**config.mk**
```make
export PLATFORM = sky130hd
export DESIGN_NAME = m_unit_flat
export DESIGN_NICKNAME = d
export VERILOG_FILES = /design/src/rtl/m_if.sv /design/src/rtl/m_unit.sv /design/src/flat_wrapper.sv
export SDC_FILE = /design/constraint.sdc
export NUM_CORES = 2
export LEC_CHECK = 0
export ABC_CLOCK_PERIOD_IN_PS = 12400
export CORE_AREA = 2 2 454 456
export CTS_CLUSTER_DIAMETER = 100
export CTS_CLUSTER_SIZE = 30
export DETAILED_ROUTE_END_ITERATION = 16
export DIE_AREA = 0 0 456 458
export MAX_ROUTING_LAYER = met4
export SKIP_CTS_REPAIR_TIMING = 1
export SYNTH_ARGS = -nofsm -noshare
export SYNTH_HDL_FRONTEND = slang
export SYNTH_SLANG_ARGS = --single-unit
```
**constraint.sdc**
```tcl
create_clock -name clk -period 12.4 [get_ports clk]
set_clock_uncertainty 0.15 [all_clocks]
set_input_delay 1.24 -clock clk [delete_from_list [all_inputs] [get_ports clk]]
set_output_delay 1.24 -clock clk [all_outputs]
set_load 0.01 [all_outputs]
```
**src/rtl/m_if.sv**
```systemverilog
// Issue/result bundle between the execute stage and the RV32M multiply/divide unit.
// The execute stage is the master; m_unit is the slave.
interface m_if;
  logic        m_start;
  logic [2:0]  func3;
  logic [31:0] op1;
  logic [31:0] op2;
  logic [4:0]  rd;
  logic        pipeline_flush;
  logic [31:0] m_unit_result;
  logic        m_unit_ready;
  logic        m_unit_wr;
  logic [4:0]  m_unit_dest;
  logic        m_unit_busy;

  modport master (
    output m_start, func3, op1, op2, rd, pipeline_flush,
    input  m_unit_result, m_unit_ready, m_unit_wr, m_unit_dest, m_unit_busy
  );

  modport slave (
    input  m_start, func3, op1, op2, rd, pipeline_flush,
    output m_unit_result, m_unit_ready, m_unit_wr, m_unit_dest, m_unit_busy
  );
endinterface

```
**src/rtl/m_unit.sv**
```systemverilog
// RV32M multiply/divide unit: fixed-latency multiplier and 32-step restoring divider,
// returning a one-cycle result pulse and holding busy while an operation is in flight.
module m_unit #(
  parameter int MUL_CYCLES = 2
) (
  input  logic clk,
  input  logic rst,
  m_if.slave   bus
);

  typedef enum logic [1:0] {IDLE, MUL, DIV, DONE} state_t;

  localparam logic [4:0] MUL_LAST = (MUL_CYCLES > 1) ? 5'(MUL_CYCLES - 2) : 5'd0;

  state_t      state, state_nxt;
  logic [4:0]  cnt;
  logic [2:0]  func3_q;
  logic [4:0]  rd_q;
  logic [31:0] a_q, b_q;
  logic [31:0] quo_q, rem_q, dvsr_q;
  logic        neg_quo_q, neg_rem_q;

  logic        accept, is_div, is_signed_div, div_zero, div_ovf, special;
  logic [32:0] rem_shift, rem_diff;
  logic [63:0] a_ext, b_ext, prod;
  logic [31:0] div_out;

  assign accept        = (state == IDLE) && bus.m_start && !bus.pipeline_flush;
  assign is_div        = bus.func3[2];
  assign is_signed_div = !bus.func3[0];
  assign div_zero      = (bus.op2 == 32'd0);
  assign div_ovf       = is_signed_div && (bus.op1 == 32'h8000_0000) && (bus.op2 == 32'hFFFF_FFFF);
  assign special       = is_div && (div_zero || div_ovf);

  // One restoring step: shift the next dividend bit in, keep the difference if no borrow.
  assign rem_shift = {rem_q, quo_q[31]};
  assign rem_diff  = rem_shift - {1'b0, dvsr_q};

  // MULH extends both operands signed, MULHSU only op1; the low word of MUL is sign-agnostic.
  assign a_ext = {{32{(func3_q == 3'd1 || func3_q == 3'd2) && a_q[31]}}, a_q};
  assign b_ext = {{32{(func3_q == 3'd1) && b_q[31]}}, b_q};
  assign prod  = a_ext * b_ext;

  assign div_out = func3_q[1] ? (neg_rem_q ? -rem_q : rem_q)
                              : (neg_quo_q ? -quo_q : quo_q);

  always_ff @(posedge clk) begin
    // NOTE: all registered state uses non-blocking (<=) so every flop samples pre-edge values.
    if (rst) state <= IDLE;
    else     state <= state_nxt;
  end

  always_comb begin
    // NOTE: defaults first so every path assigns every output; otherwise a latch is inferred.
    state_nxt = state;
    unique case (state)
      IDLE: if (accept) begin
        if (!is_div)      state_nxt = (MUL_CYCLES == 1) ? DONE : MUL;
        else if (special) state_nxt = DONE;
        else              state_nxt = DIV;
      end
      MUL:  if (cnt == MUL_LAST) state_nxt = DONE;
      DIV:  if (cnt == 5'd31)    state_nxt = DONE;
      DONE: state_nxt = IDLE;
      default: state_nxt = IDLE;
    endcase
  end

  always_ff @(posedge clk) begin
    // NOTE: datapath registers are individual flops, not a memory array, so they are reset
    // to keep X from ever reaching the result mux.
    if (rst) begin
      cnt       <= '0;
      func3_q   <= '0;
      rd_q      <= '0;
      a_q       <= '0;
      b_q       <= '0;
      quo_q     <= '0;
      rem_q     <= '0;
      dvsr_q    <= '0;
      neg_quo_q <= 1'b0;
      neg_rem_q <= 1'b0;
    end else if (accept) begin
      cnt     <= '0;
      func3_q <= bus.func3;
      rd_q    <= bus.rd;
      a_q     <= bus.op1;
      b_q     <= bus.op2;
      if (div_zero) begin
        quo_q     <= 32'hFFFF_FFFF;
        rem_q     <= bus.op1;
        neg_quo_q <= 1'b0;
        neg_rem_q <= 1'b0;
      end else if (div_ovf) begin
        quo_q     <= 32'h8000_0000;
        rem_q     <= '0;
        neg_quo_q <= 1'b0;
        neg_rem_q <= 1'b0;
      end else begin
        quo_q     <= (is_signed_div && bus.op1[31]) ? -bus.op1 : bus.op1;
        dvsr_q    <= (is_signed_div && bus.op2[31]) ? -bus.op2 : bus.op2;
        rem_q     <= '0;
        neg_quo_q <= is_signed_div && (bus.op1[31] ^ bus.op2[31]);
        neg_rem_q <= is_signed_div && bus.op1[31];
      end
    end else if (state == MUL) begin
      cnt <= cnt + 5'd1;
    end else if (state == DIV) begin
      cnt <= cnt + 5'd1;
      if (!rem_diff[32]) begin
        rem_q <= rem_diff[31:0];
        quo_q <= {quo_q[30:0], 1'b1};
      end else begin
        rem_q <= rem_shift[31:0];
        quo_q <= {quo_q[30:0], 1'b0};
      end
    end
  end

  always_comb begin
    bus.m_unit_ready  = (state == DONE);
    bus.m_unit_busy   = (state != IDLE);
    bus.m_unit_result = '0;
    bus.m_unit_wr     = 1'b0;
    bus.m_unit_dest   = '0;
    if (state == DONE) begin
      bus.m_unit_result = func3_q[2] ? div_out
                        : (func3_q == 3'd0) ? prod[31:0] : prod[63:32];
      bus.m_unit_wr     = (rd_q != 5'd0);
      bus.m_unit_dest   = rd_q;
    end
  end

endmodule

```
**src/flat_wrapper.sv**
```systemverilog
// flat-port wrapper written by rule: the top's interface ports become plain ports
module m_unit_flat 
#(
  parameter int MUL_CYCLES = 2
)
  (clk, rst, bus_m_start, bus_func3, bus_op1, bus_op2, bus_rd, bus_pipeline_flush, bus_m_unit_result, bus_m_unit_ready, bus_m_unit_wr, bus_m_unit_dest, bus_m_unit_busy);
  m_if bus_i ();
  input  logic clk;
  input  logic rst;
  input wire logic [$bits(bus_i.m_start)-1:0] bus_m_start;
  input wire logic [$bits(bus_i.func3)-1:0] bus_func3;
  input wire logic [$bits(bus_i.op1)-1:0] bus_op1;
  input wire logic [$bits(bus_i.op2)-1:0] bus_op2;
  input wire logic [$bits(bus_i.rd)-1:0] bus_rd;
  input wire logic [$bits(bus_i.pipeline_flush)-1:0] bus_pipeline_flush;
  output wire logic [$bits(bus_i.m_unit_result)-1:0] bus_m_unit_result;
  output wire logic [$bits(bus_i.m_unit_ready)-1:0] bus_m_unit_ready;
  output wire logic [$bits(bus_i.m_unit_wr)-1:0] bus_m_unit_wr;
  output wire logic [$bits(bus_i.m_unit_dest)-1:0] bus_m_unit_dest;
  output wire logic [$bits(bus_i.m_unit_busy)-1:0] bus_m_unit_busy;
  assign bus_i.m_start = bus_m_start;
  assign bus_i.func3 = bus_func3;
  assign bus_i.op1 = bus_op1;
  assign bus_i.op2 = bus_op2;
  assign bus_i.rd = bus_rd;
  assign bus_i.pipeline_flush = bus_pipeline_flush;
  assign bus_m_unit_result = bus_i.m_unit_result;
  assign bus_m_unit_ready = bus_i.m_unit_ready;
  assign bus_m_unit_wr = bus_i.m_unit_wr;
  assign bus_m_unit_dest = bus_i.m_unit_dest;
  assign bus_m_unit_busy = bus_i.m_unit_busy;
  m_unit #(.MUL_CYCLES(MUL_CYCLES)) u_core (.clk(clk), .rst(rst), .bus(bus_i));
endmodule
```
# Word level (Yosys, flattened, before mapping)
# Cells that the tools add are included.
[op_classes]
n_mux = 33
shift = 0
n_eq_ne = 12
addsub = 6
reduce_logical = 26
div = 0
mul = 1
n_bitwise = 3
magnitude_cmp = 0
[op_table]
columns = ["op", "count"]
rows = [
  ["$mux W32", 18],
  ["$neg A32 Y32", 4],
  ["$eq A32 B32 Y1 const B", 2],
  ["$mul A33 B33 Y64", 1],
  ["$sub A33 B32 Y33", 1],
  ["$logic_not A32 Y1", 1],
  ["$mux W5", 3],
  ["$logic_and A1 B1 Y1", 10],
  ["$mux W2", 4],
  ["$ne A2 B1 Y1 const B", 4],
  ["$pmux W2 S4", 1],
  ["$mux W1", 7],
  ["$reduce_and A3 Y1", 2],
  ["$reduce_bool A2 Y1", 3],
  ["$add A5 B1 Y5 const B", 1],
  ["$eq A5 B5 Y1 const B", 1],
  ["$logic_not A5 Y1", 1],
  ["$reduce_bool A5 Y1", 1],
  ["$eq A2 B2 Y1 const B", 2],
  ["$eq A3 B1 Y1 const B", 1],
  ["$eq A3 B2 Y1 const B", 1],
  ["$logic_not A3 Y1", 1],
  ["$eq A2 B1 Y1 const B", 1],
  ["$logic_not A1 Y1", 2],
  ["6 further kinds", 8],
]
[word_totals]
latchBits = 0
romBits = 0
memories = 0
ff_bits = 177
ramBits = 0
output_inout_bits = 40

# Longest topological paths before layout
[depth]
word_depth = 9
mapped_depth = 32
mapped_depth_nobuf = 29

# Least setup slack after synthesis
# No wires, ideal clock.
[synth_path]
path_type = "flip-flop to output port"
from = "register u_core.func3_q[1]"
to = "output bus_m_unit_result[27]"
stages_incl_launch_ff = 29
slack_ns = 2.515
t_arrival_ns = 8.495
path_buffers = 3
path_cell_list = "dfxtp_1 > clkbuf_1 > xnor2_1 > nor3b_1 > clkbuf_1 > nand2_1 > fa_1 > fa_1 > inv_1 > fa_1 > inv_1 > fa_1 > inv_1 > fa_1 > fa_1 > fa_1 > inv_1 > fa_1 > inv_1 > ha_1 > clkbuf_1 > and3_1 > nand2_1 > or2_2 > a2111oi_0 > nand3b_1 > xnor2_1 > a22o_1 > a211oi_1"
[synth_between]
elab_chain_len = 7
[synth_lines]
columns = ["item", "line_no", "source"]
rows = [
  ["start: declaration", "m_unit.sv:17", "logic [2:0] func3_q;"],
  ["start signal: assignment", "m_unit.sv:85", "func3_q <= bus.func3;"],
  ["$eq A3 B1 Y1 / $eq A3 B2 Y1 (equally long branches)", "m_unit.sv:40, m_unit.sv:41", ""],
  ["$logic_or A1 B1 Y1", "m_unit.sv:40", "assign a_ext = {{32{(func3_q == 3'd1 || func3_q == 3'd2) && a_q[31]}}, a_q};"],
  ["$logic_and A1 B1 Y1", "m_unit.sv:40", ""],
  ["$mul A33 B33 Y64", "m_unit.sv:42", "assign prod = a_ext * b_ext;"],
  ["$mux W32", "m_unit.sv:128", ": (func3_q == 3'd0) ? prod[31:0] : prod[63:32];"],
  ["$mux W32 (*)", "m_unit.sv:127", "bus.m_unit_result = func3_q[2] ? div_out"],
  ["$mux W32 (*)", "m_unit.sv:126", "if (state == DONE) begin"],
  ["end: declaration", "flat_wrapper.sv:16", "output wire logic [$bits(bus_i.m_unit_result)-1:0] bus_m_unit_result;"],
]
# Every way passes the cells marked *; elsewhere a longest branch is shown, timed or not.

# Worst setup path in the final report
[layout_path]
from = "register u_core.func3_q[0]"
to = "output bus_m_unit_result[26]"
[layout_between]
elab_chain_len = 7
[layout_lines]
columns = ["item", "line_no"]
rows = [
  ["$eq A3 B1 Y1 / $eq A3 B2 Y1 (equally long branches)", "m_unit.sv:40, m_unit.sv:41"],
  ["$logic_or A1 B1 Y1", "m_unit.sv:40"],
  ["$logic_and A1 B1 Y1", "m_unit.sv:40"],
  ["$mul A33 B33 Y64", "m_unit.sv:42"],
  ["$mux W32 (*)", "m_unit.sv:128"],
  ["$mux W32 (*)", "m_unit.sv:127"],
  ["$mux W32 (*)", "m_unit.sv:126"],
]
# Marked as above.

==> metrics.cfg <==
[synth]
post_synth_inst_count=5998
yosys.area.top_type=sky130_fd_sc_hd__fa_1
yosys_warnings=0
post_synth_num_cell_types=81
synth_top_cell_area_share_pct=44.4
post_synth_and_or_nand_nor_area_fraction_pct=16.7
postSynth.topFlopCell=sky130_fd_sc_hd__dfxtp_1
syn_nets=7458
synth.yosys.seq_area_share_pct=6.99
synth-seq-cells=177
synth_enable_flop_cells=0
mappedNetlistArea_um2=50700
share_of_synthesized_registers_carrying_an_async_set_or_reset_pct=0
synthMuxAreaShare_pct=0.501
synthXorXnorAreaFrac_pct=3.63
synth_compound_gate_area_share_pct=9.52
synth_area_per_cell_um2=8.46
yosys.cell_count.top_type=sky130_fd_sc_hd__inv_1
synth.cells.most_frequent=1232 x sky130_fd_sc_hd__inv_1, 1126 x sky130_fd_sc_hd__fa_1, 1053 x sky130_fd_sc_hd__nand2_1
synth_area_in_adders_pct=50.8
synth_top_cells_by_area=sky130_fd_sc_hd__fa_1 44%, sky130_fd_sc_hd__inv_1 9.1%, sky130_fd_sc_hd__nand2_1 7.8%, sky130_fd_sc_hd__dfxtp_1 7.0%, sky130_fd_sc_hd__ha_1 6.4%
dominant_combinational_cell_family_by_area_after_synthesis=adder cells

[setup_path]
cp_common_cell=sky130_fd_sc_hd__fa_1
critical-path-top-delay-family=adder cells
timing.critical_path.buf_inv=9
critical_path.startpoint=u_core.func3_q[0]
timing.critical_path.arrival_ns=10.45
worst_path_largest_cell_delay_ns=0.81
timing.critical_path.fanout_max=31
regToRegStartpoint=u_core.quo_q[31]
cp_slowest_cell=sky130_fd_sc_hd__fa_1
timing.critical_path.to_type=output pin
startpoint_kind_of_the_worst_setup_timing_path=flip-flop
path_type_of_the_worst_setup_path=reg -> out
critical_path_required_ns=11.01

[die]
placementRows=166
top_level_ports=116
initial_core_util_pct=24.9
die_h_um=458
die_boundary_width_um=456
floorplan.core_area_um2=204000
floorplan.die_area_um2=209000

[sta]
timing.final.crit_share_pct=95.5
report.final.slew_viol_count=0
fmax_mhz=84.5
min_clock_period_post_route_ns=11.84
rsz0062_at_grt=no
timing.final.setup_violations=0
fin_setup_tns_ns=0
final_hold_viol_count=0
slew_headroom_pct=17.1
timing_worst_slew_pin_value_ns=1.24
fin_worst_hold_slack_ns=0.311

[grt]
grtUsageTotal_pct=16.5
global_route.usage.met2_pct=27.9
first_global_vias=42900
grt_pass1_wl_mm=261
grt.met1_usage_pct=20.2
grt-busiest-layer=met2
grt_remaining_overflow=0
met3_usage_pct=1.63
grt_antenna_before_repair=1
grt_start_max_net_pins=92

[routing]
wl_per_cell_um=19.3
post-route-drc-count=0
detail_route.iter0.violations=3170
ant_nets=0
drtPass1Iterations=6
viasPerCell=4.72
detail_route.wirelength_mm=165
number_of_vias_in_the_routed_layout=40500

[hold_path]
hold_path.startpoint=u_core.dvsr_q[31]
timing.hold.worst.class=reg -> reg

[clocking]
clock_tree.buffer_depth=2
cts_htree_levels=4
clock_tree_from_tritoncts=yes
insertion_delay_ns=0.50
number_of_buffers_created_by_cts=17
clk_root_buffer_cell=sky130_fd_sc_hd__clkbuf_16
cts_num_sinks=177
clk_slew_on_worst_s_h_paths_ns=0.08

[power]
power_per_cell_area_nw_per_um2=91.3
power.ir.vdd_worst_mv=0.128
static-leakage-power_nw=24.2

[placement]
routabilityCongestion=0.952
hpwl_mm=137
count_of_port_buffers_added_during_placement=115

[layout]
final_nets=7336
layout-area-overhead-vs-synth_pct=9.12
final.fill_count=21700
drive_above_1_share_pct=3.53

[flow_run]
maxCapViolCount=0

[outcome]
status=completed

## metrics by stage
stage	instances	setup slack (ns)	area (µm²)	utilization, %	total power, W
after global placement	8545	0.710	54700	26.8	0.00437
after CTS	8577	0.0976	55300	27.1	0.00503
after global routing	8578	0.0248	55300	27.2	0.00547
after floorplan	5998	2.51	50700	-	0.00333
after detailed placement	8545	0.698	54700	26.8	0.00441
final	8578	0.564	55300	27.2	0.00505
## worst min-delay path, cell delays in order, from the launching register on
cell                      delay [ns]
sky130_fd_sc_hd__dfxtp_1        0.31
sky130_fd_sc_hd__nand2_1        0.05
sky130_fd_sc_hd__a21oi_1        0.05
## cell usage in the layout, fill, tap and decap left out, types with 32 or more instances in the layout
cell type | synthesis | final
sky130_fd_sc_hd__a211oi_1 | 59 | 58
sky130_fd_sc_hd__nor3_1 | 54 | 53
sky130_fd_sc_hd__o21ai_0 | 103 | 103
sky130_fd_sc_hd__inv_1 | 1232 | 1230
sky130_fd_sc_hd__clkdlybuf4s50_1 | 0 | 114
sky130_fd_sc_hd__a21oi_1 | 247 | 247
sky130_fd_sc_hd__nand3_1 | 32 | 32
sky130_fd_sc_hd__o31ai_1 | 34 | 34
sky130_fd_sc_hd__buf_4 | 0 | 105
sky130_fd_sc_hd__nor2_1 | 237 | 235
sky130_fd_sc_hd__xor2_1 | 81 | 81
sky130_fd_sc_hd__fa_1 | 1126 | 1125
sky130_fd_sc_hd__a21o_1 | 57 | 57
sky130_fd_sc_hd__xnor2_1 | 129 | 129
sky130_fd_sc_hd__ha_1 | 258 | 258
sky130_fd_sc_hd__o211ai_1 | 36 | 36
sky130_fd_sc_hd__nand2_1 | 1053 | 1053
sky130_fd_sc_hd__dfxtp_1 | 177 | 172
sky130_fd_sc_hd__and2_1 | 325 | 325
## power by group
part | switching (W) | internal [W] | total, W
Clock | 0.000305 | 0.000288 | 0.000593
Combinational | 0.00221 | 0.00130 | 0.00351
Sequential | 0.000256 | 0.000692 | 0.000949
## path summary, 6_finish.rpt
path | slack, ns | endpoint | cells past startpoint
max reg2reg | 7.79 | u_core.rem_q[6] | 14
max | 0.56 | bus_m_unit_result[26] | 30
min | 0.31 | u_core.dvsr_q[31] | 2
min reg2reg | 0.31 | u_core.dvsr_q[31] | 2
## area by class of cell
cell class	instances	area, µm²	share of cell area (%)
timing repair buffer	220	1940	3.51
tap	2688	3360	6.08
clock inverter	14	165	0.298
clock buffer	18	429	0.775
sequential	177	3550	6.41
multi-input combinational	4228	41300	74.6
antenna	1	2.50	0.00452
inverter	1232	4630	8.37
## registers in the layout, summed over array words and instances (netlist names)
register and count:
u_core.quo_q 32, u_core.a_q 32, u_core.b_q 32, u_core.rem_q 32, u_core.state 2, u_core.dvsr_q 32
u_core.rd_q 5, u_core.cnt 5, u_core.neg_rem_q 1, u_core.neg_quo_q 1, u_core.func3_q 3
## kinds of logic after synthesis
kind of cell / after synthesis
multiplexers: 24
AND/OR/NAND/NOR: 1874
AO/OA/AOI/OAI: 736
adder cells (fa/ha/maj): 1384
flip-flops: 177
buffers and inverters: 1593
XOR/XNOR: 210
## metal layers
metal	part of all wire [%]	wire, µm	vias up
met5	0	0	-
met4	4.9	8140	0
met3	5.0	8210	243
met2	49	81300	1267
met1	41	67500	21000
li1	-	-	17900
Power figures use the tool's default switching activity.
